### config.mk
export PLATFORM = sky130hd
export DESIGN_NAME = fetch_queue_unit_flat
export DESIGN_NICKNAME = d
export VERILOG_FILES = /design/src/rtl/fetch_pkg.sv /design/src/rtl/fetch_queue_unit_if.sv /design/src/rtl/fetch_btb.sv /design/src/rtl/fetch_queue_unit.sv /design/src/flat_wrapper.sv
export SDC_FILE = /design/constraint.sdc
export NUM_CORES = 1
export LEC_CHECK = 0
export CAP_MARGIN = 20
export CELL_PAD_IN_SITES_DETAIL_PLACEMENT = 1
export CELL_PAD_IN_SITES_GLOBAL_PLACEMENT = 2
export CORE_ASPECT_RATIO = 1.2
export CORE_UTILIZATION = 43
export CTS_BUF_LIST = sky130_fd_sc_hd__clkbuf_8 sky130_fd_sc_hd__clkbuf_16
export CTS_CLUSTER_SIZE = 16
export DETAILED_ROUTE_END_ITERATION = 6
export GPL_TIMING_DRIVEN = 0
export PLACE_DENSITY = 0.95
export SETUP_SLACK_MARGIN = 0.4
export SYNTH_ARGS = -nofsm -noshare
export SYNTH_HDL_FRONTEND = slang
export SYNTH_SLANG_ARGS = --single-unit
export TNS_END_PERCENT = 1
### constraint.sdc
create_clock -name CLK -period 11.2 [get_ports CLK]
set_clock_uncertainty 0.05 [all_clocks]
set_input_delay 2.8 -clock CLK [delete_from_list [all_inputs] [get_ports CLK]]
set_output_delay 2.8 -clock CLK [all_outputs]
set_load 0.01 [all_outputs]
### src/rtl/fetch_pkg.sv
// rtl/fetch_pkg.sv - shared types and constants for the instruction-fetch queue
package fetch_pkg;

  localparam int FETCH_WORD_W = 32;
  localparam int PC_STEP      = FETCH_WORD_W / 8;

  typedef logic [FETCH_WORD_W-1:0] word_t;

  typedef enum logic [1:0] {
    FETCH  = 2'd0,
    FULL   = 2'd1,
    HALTED = 2'd2
  } fetch_state_t;

  typedef struct packed {
    word_t instr;
    word_t pc;
    word_t npc;
    logic  pred;
  } fetch_entry_t;

  typedef struct packed {
    logic  valid;
    word_t tag;
    word_t target;
  } btb_entry_t;

endpackage

### src/rtl/fetch_queue_unit_if.sv
// rtl/fetch_queue_unit_if.sv - cache, decode, redirect and predictor-update signals of the fetch queue
interface fetch_queue_unit_if #(
  parameter int WORD_W = 32
);
  logic              imemREN;
  logic [WORD_W-1:0] imemaddr;
  logic [WORD_W-1:0] imemload;
  logic              ihit;

  logic              redirect;
  logic [WORD_W-1:0] redirect_pc;
  logic              halt;

  logic              out_valid;
  logic              out_ready;
  logic [WORD_W-1:0] out_instr;
  logic [WORD_W-1:0] out_pc;
  logic [WORD_W-1:0] out_npc;
  logic              out_pred_taken;

  logic              upd_en;
  logic [WORD_W-1:0] upd_pc;
  logic [WORD_W-1:0] upd_target;
  logic              upd_taken;

  modport master (
    output imemREN, imemaddr, out_valid, out_instr, out_pc, out_npc, out_pred_taken,
    input  imemload, ihit, redirect, redirect_pc, halt, out_ready,
    input  upd_en, upd_pc, upd_target, upd_taken
  );

  modport slave (
    input  imemREN, imemaddr, out_valid, out_instr, out_pc, out_npc, out_pred_taken,
    output imemload, ihit, redirect, redirect_pc, halt, out_ready,
    output upd_en, upd_pc, upd_target, upd_taken
  );
endinterface

### src/rtl/fetch_btb.sv
// rtl/fetch_btb.sv - direct-mapped branch target buffer, built only when FETCH_BTB_EN is defined
`ifdef FETCH_BTB_EN
module fetch_btb #(
  parameter int WORD_W  = 32,
  parameter int ENTRIES = 16
) (
  input  logic              clk,
  input  logic              rst,
  input  logic [WORD_W-1:0] lookup_pc,
  output logic              hit,
  output logic [WORD_W-1:0] target,
  input  logic              upd_en,
  input  logic [WORD_W-1:0] upd_pc,
  input  logic [WORD_W-1:0] upd_target,
  input  logic              upd_taken
);
  localparam int IDX_W = $clog2(ENTRIES);
  localparam int TAG_W = WORD_W - 2 - IDX_W;

  logic [ENTRIES-1:0] valid_q;
  logic [TAG_W-1:0]   tag_q [ENTRIES];
  logic [WORD_W-1:0]  tgt_q [ENTRIES];

  logic [IDX_W-1:0] l_idx, u_idx;
  logic [TAG_W-1:0] l_tag, u_tag;

  assign l_idx = lookup_pc[2 +: IDX_W];
  assign l_tag = lookup_pc[WORD_W-1 -: TAG_W];
  assign u_idx = upd_pc[2 +: IDX_W];
  assign u_tag = upd_pc[WORD_W-1 -: TAG_W];

  // Reads see the pre-update contents when lookup and update share an index.
  assign hit    = valid_q[l_idx] && (tag_q[l_idx] == l_tag);
  assign target = tgt_q[l_idx];

  always_ff @(posedge clk or posedge rst) begin
    if (rst) begin
      valid_q <= '0;
    end else if (upd_en) begin
      if (upd_taken) begin
        valid_q[u_idx] <= 1'b1;
      end else if (tag_q[u_idx] == u_tag) begin
        valid_q[u_idx] <= 1'b0;
      end
    end
  end

  always_ff @(posedge clk) begin
    if (upd_en && upd_taken) begin
      tag_q[u_idx] <= u_tag;
      tgt_q[u_idx] <= upd_target;
    end
  end
endmodule
`endif

### src/rtl/fetch_queue_unit.sv
// rtl/fetch_queue_unit.sv - fetch front end with DEPTH-entry instruction queue; optional BTB via FETCH_BTB_EN
module fetch_queue_unit
  import fetch_pkg::*;
#(
  parameter int              WORD_W      = 32,
  parameter int              DEPTH       = 4,
  parameter logic [WORD_W-1:0] PC_INIT   = '0,
  parameter int              BTB_ENTRIES = 16
) (
  input logic               CLK,
  input logic               RST,
  fetch_queue_unit_if.master bus
);
  localparam int PTR_W = $clog2(DEPTH);
  localparam int CNT_W = $clog2(DEPTH + 1);
  localparam logic [WORD_W-1:0] STEP = WORD_W'(WORD_W / 8);

  typedef struct packed {
    logic [WORD_W-1:0] instr;
    logic [WORD_W-1:0] pc;
    logic [WORD_W-1:0] npc;
    logic              pred;
  } entry_t;

  entry_t            mem [DEPTH];
  entry_t            head;
  fetch_state_t      state, state_n;
  logic [WORD_W-1:0] fetch_pc, next_pc;
  logic [CNT_W-1:0]  count, count_n;
  logic [PTR_W-1:0]  rd_ptr, wr_ptr;
  logic              push, pop, pred, valid;

`ifdef FETCH_BTB_EN
  logic              btb_hit;
  logic [WORD_W-1:0] btb_target;

  fetch_btb #(
    .WORD_W  (WORD_W),
    .ENTRIES (BTB_ENTRIES)
  ) u_btb (
    .clk        (CLK),
    .rst        (RST),
    .lookup_pc  (fetch_pc),
    .hit        (btb_hit),
    .target     (btb_target),
    .upd_en     (bus.upd_en),
    .upd_pc     (bus.upd_pc),
    .upd_target (bus.upd_target),
    .upd_taken  (bus.upd_taken)
  );

  assign pred    = btb_hit;
  assign next_pc = btb_hit ? btb_target : fetch_pc + STEP;
`else
  logic unused_upd;

  assign unused_upd = ^{bus.upd_en, bus.upd_pc, bus.upd_target, bus.upd_taken};
  assign pred       = 1'b0;
  assign next_pc    = fetch_pc + STEP;
`endif

  // Redirect wins over both the same-cycle hit and the same-cycle pop.
  assign valid = (count != '0);
  assign push  = (state == FETCH) && bus.ihit && !bus.redirect;
  assign pop   = valid && bus.out_ready && !bus.redirect;

  always_comb begin
    count_n = count;
    state_n = state;
    if (push && !pop) begin
      count_n = count + CNT_W'(1);
    end else if (pop && !push) begin
      count_n = count - CNT_W'(1);
    end
    if (bus.redirect) begin
      count_n = '0;
    end
    if ((state == HALTED) || bus.halt) begin
      state_n = HALTED;
    end else if (count_n == CNT_W'(DEPTH)) begin
      state_n = FULL;
    end else begin
      state_n = FETCH;
    end
  end

  always_ff @(posedge CLK or posedge RST) begin
    if (RST) begin
      state    <= FETCH;
      fetch_pc <= PC_INIT;
      count    <= '0;
      rd_ptr   <= '0;
      wr_ptr   <= '0;
    end else begin
      state <= state_n;
      count <= count_n;
      if (bus.redirect) begin
        fetch_pc <= bus.redirect_pc;
        rd_ptr   <= '0;
        wr_ptr   <= '0;
      end else begin
        if (push) begin
          fetch_pc <= next_pc;
          wr_ptr   <= wr_ptr + PTR_W'(1);
        end
        if (pop) begin
          rd_ptr <= rd_ptr + PTR_W'(1);
        end
      end
    end
  end

  always_ff @(posedge CLK) begin
    if (push) begin
      mem[wr_ptr] <= '{instr: bus.imemload, pc: fetch_pc, npc: fetch_pc + STEP, pred: pred};
    end
  end

  // Head fields are zeroed while empty so stale storage never reaches decode.
  assign head               = mem[rd_ptr];
  assign bus.imemREN        = (state == FETCH);
  assign bus.imemaddr       = fetch_pc;
  assign bus.out_valid      = valid;
  assign bus.out_instr      = valid ? head.instr : '0;
  assign bus.out_pc         = valid ? head.pc    : '0;
  assign bus.out_npc        = valid ? head.npc   : '0;
  assign bus.out_pred_taken = valid ? head.pred  : 1'b0;
endmodule

### src/flat_wrapper.sv
// flat-port wrapper written by rule: the top's interface ports become plain ports
module fetch_queue_unit_flat import fetch_pkg::*;
#(
  parameter int              WORD_W      = 32,
  parameter int              DEPTH       = 4,
  parameter logic [WORD_W-1:0] PC_INIT   = '0,
  parameter int              BTB_ENTRIES = 16
)
  (CLK, RST, bus_imemREN, bus_imemaddr, bus_out_valid, bus_out_instr, bus_out_pc, bus_out_npc, bus_out_pred_taken, bus_imemload, bus_ihit, bus_redirect, bus_redirect_pc, bus_halt, bus_out_ready, bus_upd_en, bus_upd_pc, bus_upd_target, bus_upd_taken);
  fetch_queue_unit_if #(.WORD_W(WORD_W)) bus_i ();
  input logic CLK;
  input logic RST;
  output wire logic [$bits(bus_i.imemREN)-1:0] bus_imemREN;
  output wire logic [$bits(bus_i.imemaddr)-1:0] bus_imemaddr;
  output wire logic [$bits(bus_i.out_valid)-1:0] bus_out_valid;
  output wire logic [$bits(bus_i.out_instr)-1:0] bus_out_instr;
  output wire logic [$bits(bus_i.out_pc)-1:0] bus_out_pc;
  output wire logic [$bits(bus_i.out_npc)-1:0] bus_out_npc;
  output wire logic [$bits(bus_i.out_pred_taken)-1:0] bus_out_pred_taken;
  input wire logic [$bits(bus_i.imemload)-1:0] bus_imemload;
  input wire logic [$bits(bus_i.ihit)-1:0] bus_ihit;
  input wire logic [$bits(bus_i.redirect)-1:0] bus_redirect;
  input wire logic [$bits(bus_i.redirect_pc)-1:0] bus_redirect_pc;
  input wire logic [$bits(bus_i.halt)-1:0] bus_halt;
  input wire logic [$bits(bus_i.out_ready)-1:0] bus_out_ready;
  input wire logic [$bits(bus_i.upd_en)-1:0] bus_upd_en;
  input wire logic [$bits(bus_i.upd_pc)-1:0] bus_upd_pc;
  input wire logic [$bits(bus_i.upd_target)-1:0] bus_upd_target;
  input wire logic [$bits(bus_i.upd_taken)-1:0] bus_upd_taken;
  assign bus_imemREN = bus_i.imemREN;
  assign bus_imemaddr = bus_i.imemaddr;
  assign bus_out_valid = bus_i.out_valid;
  assign bus_out_instr = bus_i.out_instr;
  assign bus_out_pc = bus_i.out_pc;
  assign bus_out_npc = bus_i.out_npc;
  assign bus_out_pred_taken = bus_i.out_pred_taken;
  assign bus_i.imemload = bus_imemload;
  assign bus_i.ihit = bus_ihit;
  assign bus_i.redirect = bus_redirect;
  assign bus_i.redirect_pc = bus_redirect_pc;
  assign bus_i.halt = bus_halt;
  assign bus_i.out_ready = bus_out_ready;
  assign bus_i.upd_en = bus_upd_en;
  assign bus_i.upd_pc = bus_upd_pc;
  assign bus_i.upd_target = bus_upd_target;
  assign bus_i.upd_taken = bus_upd_taken;
  fetch_queue_unit #(.WORD_W(WORD_W), .DEPTH(DEPTH), .PC_INIT(PC_INIT), .BTB_ENTRIES(BTB_ENTRIES)) u_core (.CLK(CLK), .RST(RST), .bus(bus_i));
endmodule
==> results.md <==
* Status: complete, no violations
* Initial antenna violation count at 0
* Synth area leader: edfxtp_1
* CTS H-tree depth at 2
* Synth Register Bits at 417
* Sum Neg Setup Slack at 0 ps
* Crit end category: output port
* Buffer type at the clock tree root: clkbuf_16
* Hpwl dp at 26800 um
* Commonest non-fill, non-tap cell in the layout: edfxtp_1
* CP Cell Sequence: inv_1 > ha_1 > nand2b_1 > clkbuf_1 > clkbuf_1 > and2_1 > clkdlybuf4s50_1
* # Post-CTS Setup Buffers at 0
* CTS sink cnt at 417
* GR Overflow Total at 0
* Initial DRT Pass Iterations at 5
* Part of the power in the clock network at 0.314
* Reg2reg end: u_core.mem[1][31]
* Proportion of layout cells with a drive suffix above 1 at 0.155
* NetSw at 1150 uW
* Gr usage total at 0.206
* Core area at 0.0387 sq mm
* Reg2reg setup slack at 7940 ps
* Ports at 267
* Largest net degree at the start of global routing at 55
* PwrDens at 203 mW/mm^2
* CTS Hold Bufs at 0
* PortBufs at 199
* Syn_area_per_cell at 18.2 sq um
* Global-route wire length before repair at 60800 um
* R2R depth at 6
* Final number of setup-violating endpoints at 0
* Routability cong. at 0.753
* CTS tree: done
* DRC Markers at 0
* Seq. cell area at 0.0123 sq mm
* CTS Buf Count at 43
* Chip Width at 183 um
* Die area at 0.0401 sq mm
* Worst Setup EP: bus_out_pc[14]
* Initial DRC count at 477
* Start point of the critical path: u_core.count[1]
* Worst slew pin tran at 994 ps
* Hold_ws at 511 ps
* Antenna cell count at 0
* CTS Buffer Depth at 3
* Die Span Y at 219 um
* Final wirelength at 40900 um
* Net Sw Frac at 0.269
* # nets final at 1334
* Vias in the first global route at 10000
* Most common cell on crit path: clkbuf_1
* Mapped Nets at 1074
* Post-layout util at 0.546
* Multi-input logic area at 0.00433 sq mm
* Via count at 9251
* Initial core utilization at 0.436
* Worst Hold Launch: u_core.bus.imemaddr[0]
* Period minus WS final at 6310 ps
* WP data required at 8350 ps
* Antenna viol nets, final at 0
* Clock Pin Slew Worst Setup and Hold Paths at 60 ps
* CP max-delay cell: clkdlybuf4s50_1
* Main area contributors after synthesis: edfxtp_1 67%, mux4_2 13%, dfrtp_1 6.1%
* Fill cells at 3573
* Synth top area share at 0.668
* Max-slew violation count at 0
* Clock Latency Late Sink at 540 ps
* Kind of critical path: register to output port
* RR Startpoint: u_core.bus.imemaddr[7]
* Via density per instance at 5.29
* Quantity of gates resized following cts at 0
* Peak Freq at 0.158 GHz
* Pleak at 0.00689 uW
* CP peak stage delay at 560 ps
* P_int at 3130 uW
* Area delta synth->final at 25.1%
* Max cap viols at 0
* Cell area after synthesis at 0.0169 sq mm
* Sequential share of power at 0.410
* CP Launch Type: register
* Final instance area at 0.0212 sq mm
* Most frequent cells in the layout: 376 x edfxtp_1, 199 x clkdlybuf4s50_1, 97 x and2_1
* Gate power share at 0.276
* Placed cell area at 0.0198 sq mm
* Rel. slew slack at 0.337
* RSZ-0062 raised after global routing: no
* Worst hold path class: register to register
* Final worst path period share at 0.563
* Post-DR wirelength/cell at 23.4 um
* Synthesis Warnings at 0
* Count of standard-cell rows at 79
* Worst-path maximum fanout at 10
* Post-synth cell types at 40
* Worst IR drop on VDD at 0.000101 V
* Sequential fraction of the synthesis area at 0.729
* Final hold viol count at 0
* Mapped Cells at 930
* CP arrival at 3460 ps
==> worst min-delay path by stage <==
stage | endpoint | slack (ps) | cells after the start
2_1_floorplan | u_core.mem[0][32] | 440 | 0
3_3_place_gp | u_core.mem[3][33] | 470 | 0
3_5_place_dp | u_core.mem[0][32] | 490 | 0
4_1_cts | u_core.mem[3][32] | 500 | 0
5_1_grt | u_core.mem[1][32] | 530 | 0
6_report | u_core.mem[1][32] | 510 | 0
==> synthesized netlist by cell type <==
| cell type | count |
|---|---|
| o211a_1 | 2 |
| nand3_1 | 17 |
| mux4_2 | 94 |
| dfrtp_1 | 41 |
| nand2b_1 | 1 |
| nor3b_1 | 1 |
| xor2_1 | 28 |
| o21ai_0 | 28 |
| nand2_1 | 57 |
| a21o_1 | 1 |
| clkbuf_1 | 38 |
| nor4_1 | 5 |
| inv_1 | 12 |
| o31ai_1 | 1 |
| o21ai_1 | 5 |
| nand4_1 | 12 |
| ha_1 | 8 |
| buf_4 | 5 |
| or4_1 | 2 |
| or2_2 | 1 |
| buf_2 | 7 |
| nand4b_1 | 1 |
| edfxtp_1 | 376 |
| and3_1 | 9 |
| nor4_2 | 2 |
| or3_1 | 2 |
| buf_1 | 6 |
| mux2_2 | 2 |
| nor4b_1 | 1 |
| o211ai_1 | 1 |
| mux2i_1 | 1 |
| maj3_1 | 1 |
| xnor3_1 | 1 |
| nor2_1 | 21 |
| a21oi_1 | 1 |
| nor3_1 | 9 |
| and2_1 | 97 |
| or3b_1 | 1 |
| conb_1 | 1 |
| xnor2_1 | 31 |
==> kinds of logic (layout without fill, tap and decap cells) <==
| family | count (synthesis) | after routing | share of synthesized area |
|---|---|---|---|
| other | 1 | 1 | 0.000222 |
| AND/OR/NAND/NOR | 239 | 239 | 0.0764 |
| buffers and inverters | 68 | 362 | 0.0167 |
| flip-flops | 417 | 417 | 0.729 |
| XOR/XNOR | 60 | 60 | 0.0319 |
| AO/OA/AOI/OAI | 39 | 39 | 0.0126 |
| multiplexers | 97 | 97 | 0.127 |
| adder cells (fa/ha/maj) | 9 | 9 | 0.00651 |
==> worst max-delay path: cells and delay by family (launching register included) <==
family	cells	cell delay [ps]
fa+ha+maj	1	210
flops	1	420
simple gates	2	560
buf+inv	4	1730
==> metrics by stage <==
step	power, uW	std cells	setup WS (ps)
detailed placement	2990	1667	5240
global route	4450	1750	4600
CTS	4340	1746	4750
floorplan	2390	930	4800
global placement	2960	1655	1780
finish	4290	1750	4890
==> layer usage <==
metal,track usage,vias up,part of all wire
li1,-,4104,-
met1,0.256,4812,0.40
met2,0.366,261,0.52
met3,0.0300,74,0.045
met4,0.0767,0,0.030
met5,0,-,0
==> sequential cells by signal, indices dropped and copies added (netlist names) <==
name / flops
u_core.state: 2
u_core.count: 3
u_core.wr_ptr: 2
u_core.rd_ptr: 2
u_core.bus.imemaddr: 32
u_core.mem: 376
==> power groups by stage <==
stage	combinational, uW	sequential [uW]	clock, uW
final	1190	1760	1340
after global routing	1270	1760	1420
after CTS	1210	1760	1370
after detailed placement	1200	1790	0
after global placement	1170	1790	0
after floorplan	607	1780	0
==> cell type report <==
cell class                      instances  share of cell area
Timing Repair Buffer                  215               0.106
Clock buffer                           45              0.0532
Sequential cell                       417               0.582
Clock inverter                         34             0.00934
Buffer                                 56              0.0112
Inverter                               12             0.00213
Tap cell                              526              0.0311
Multi-Input combinational cell        445               0.204
Power figures use the tool's default switching activity.
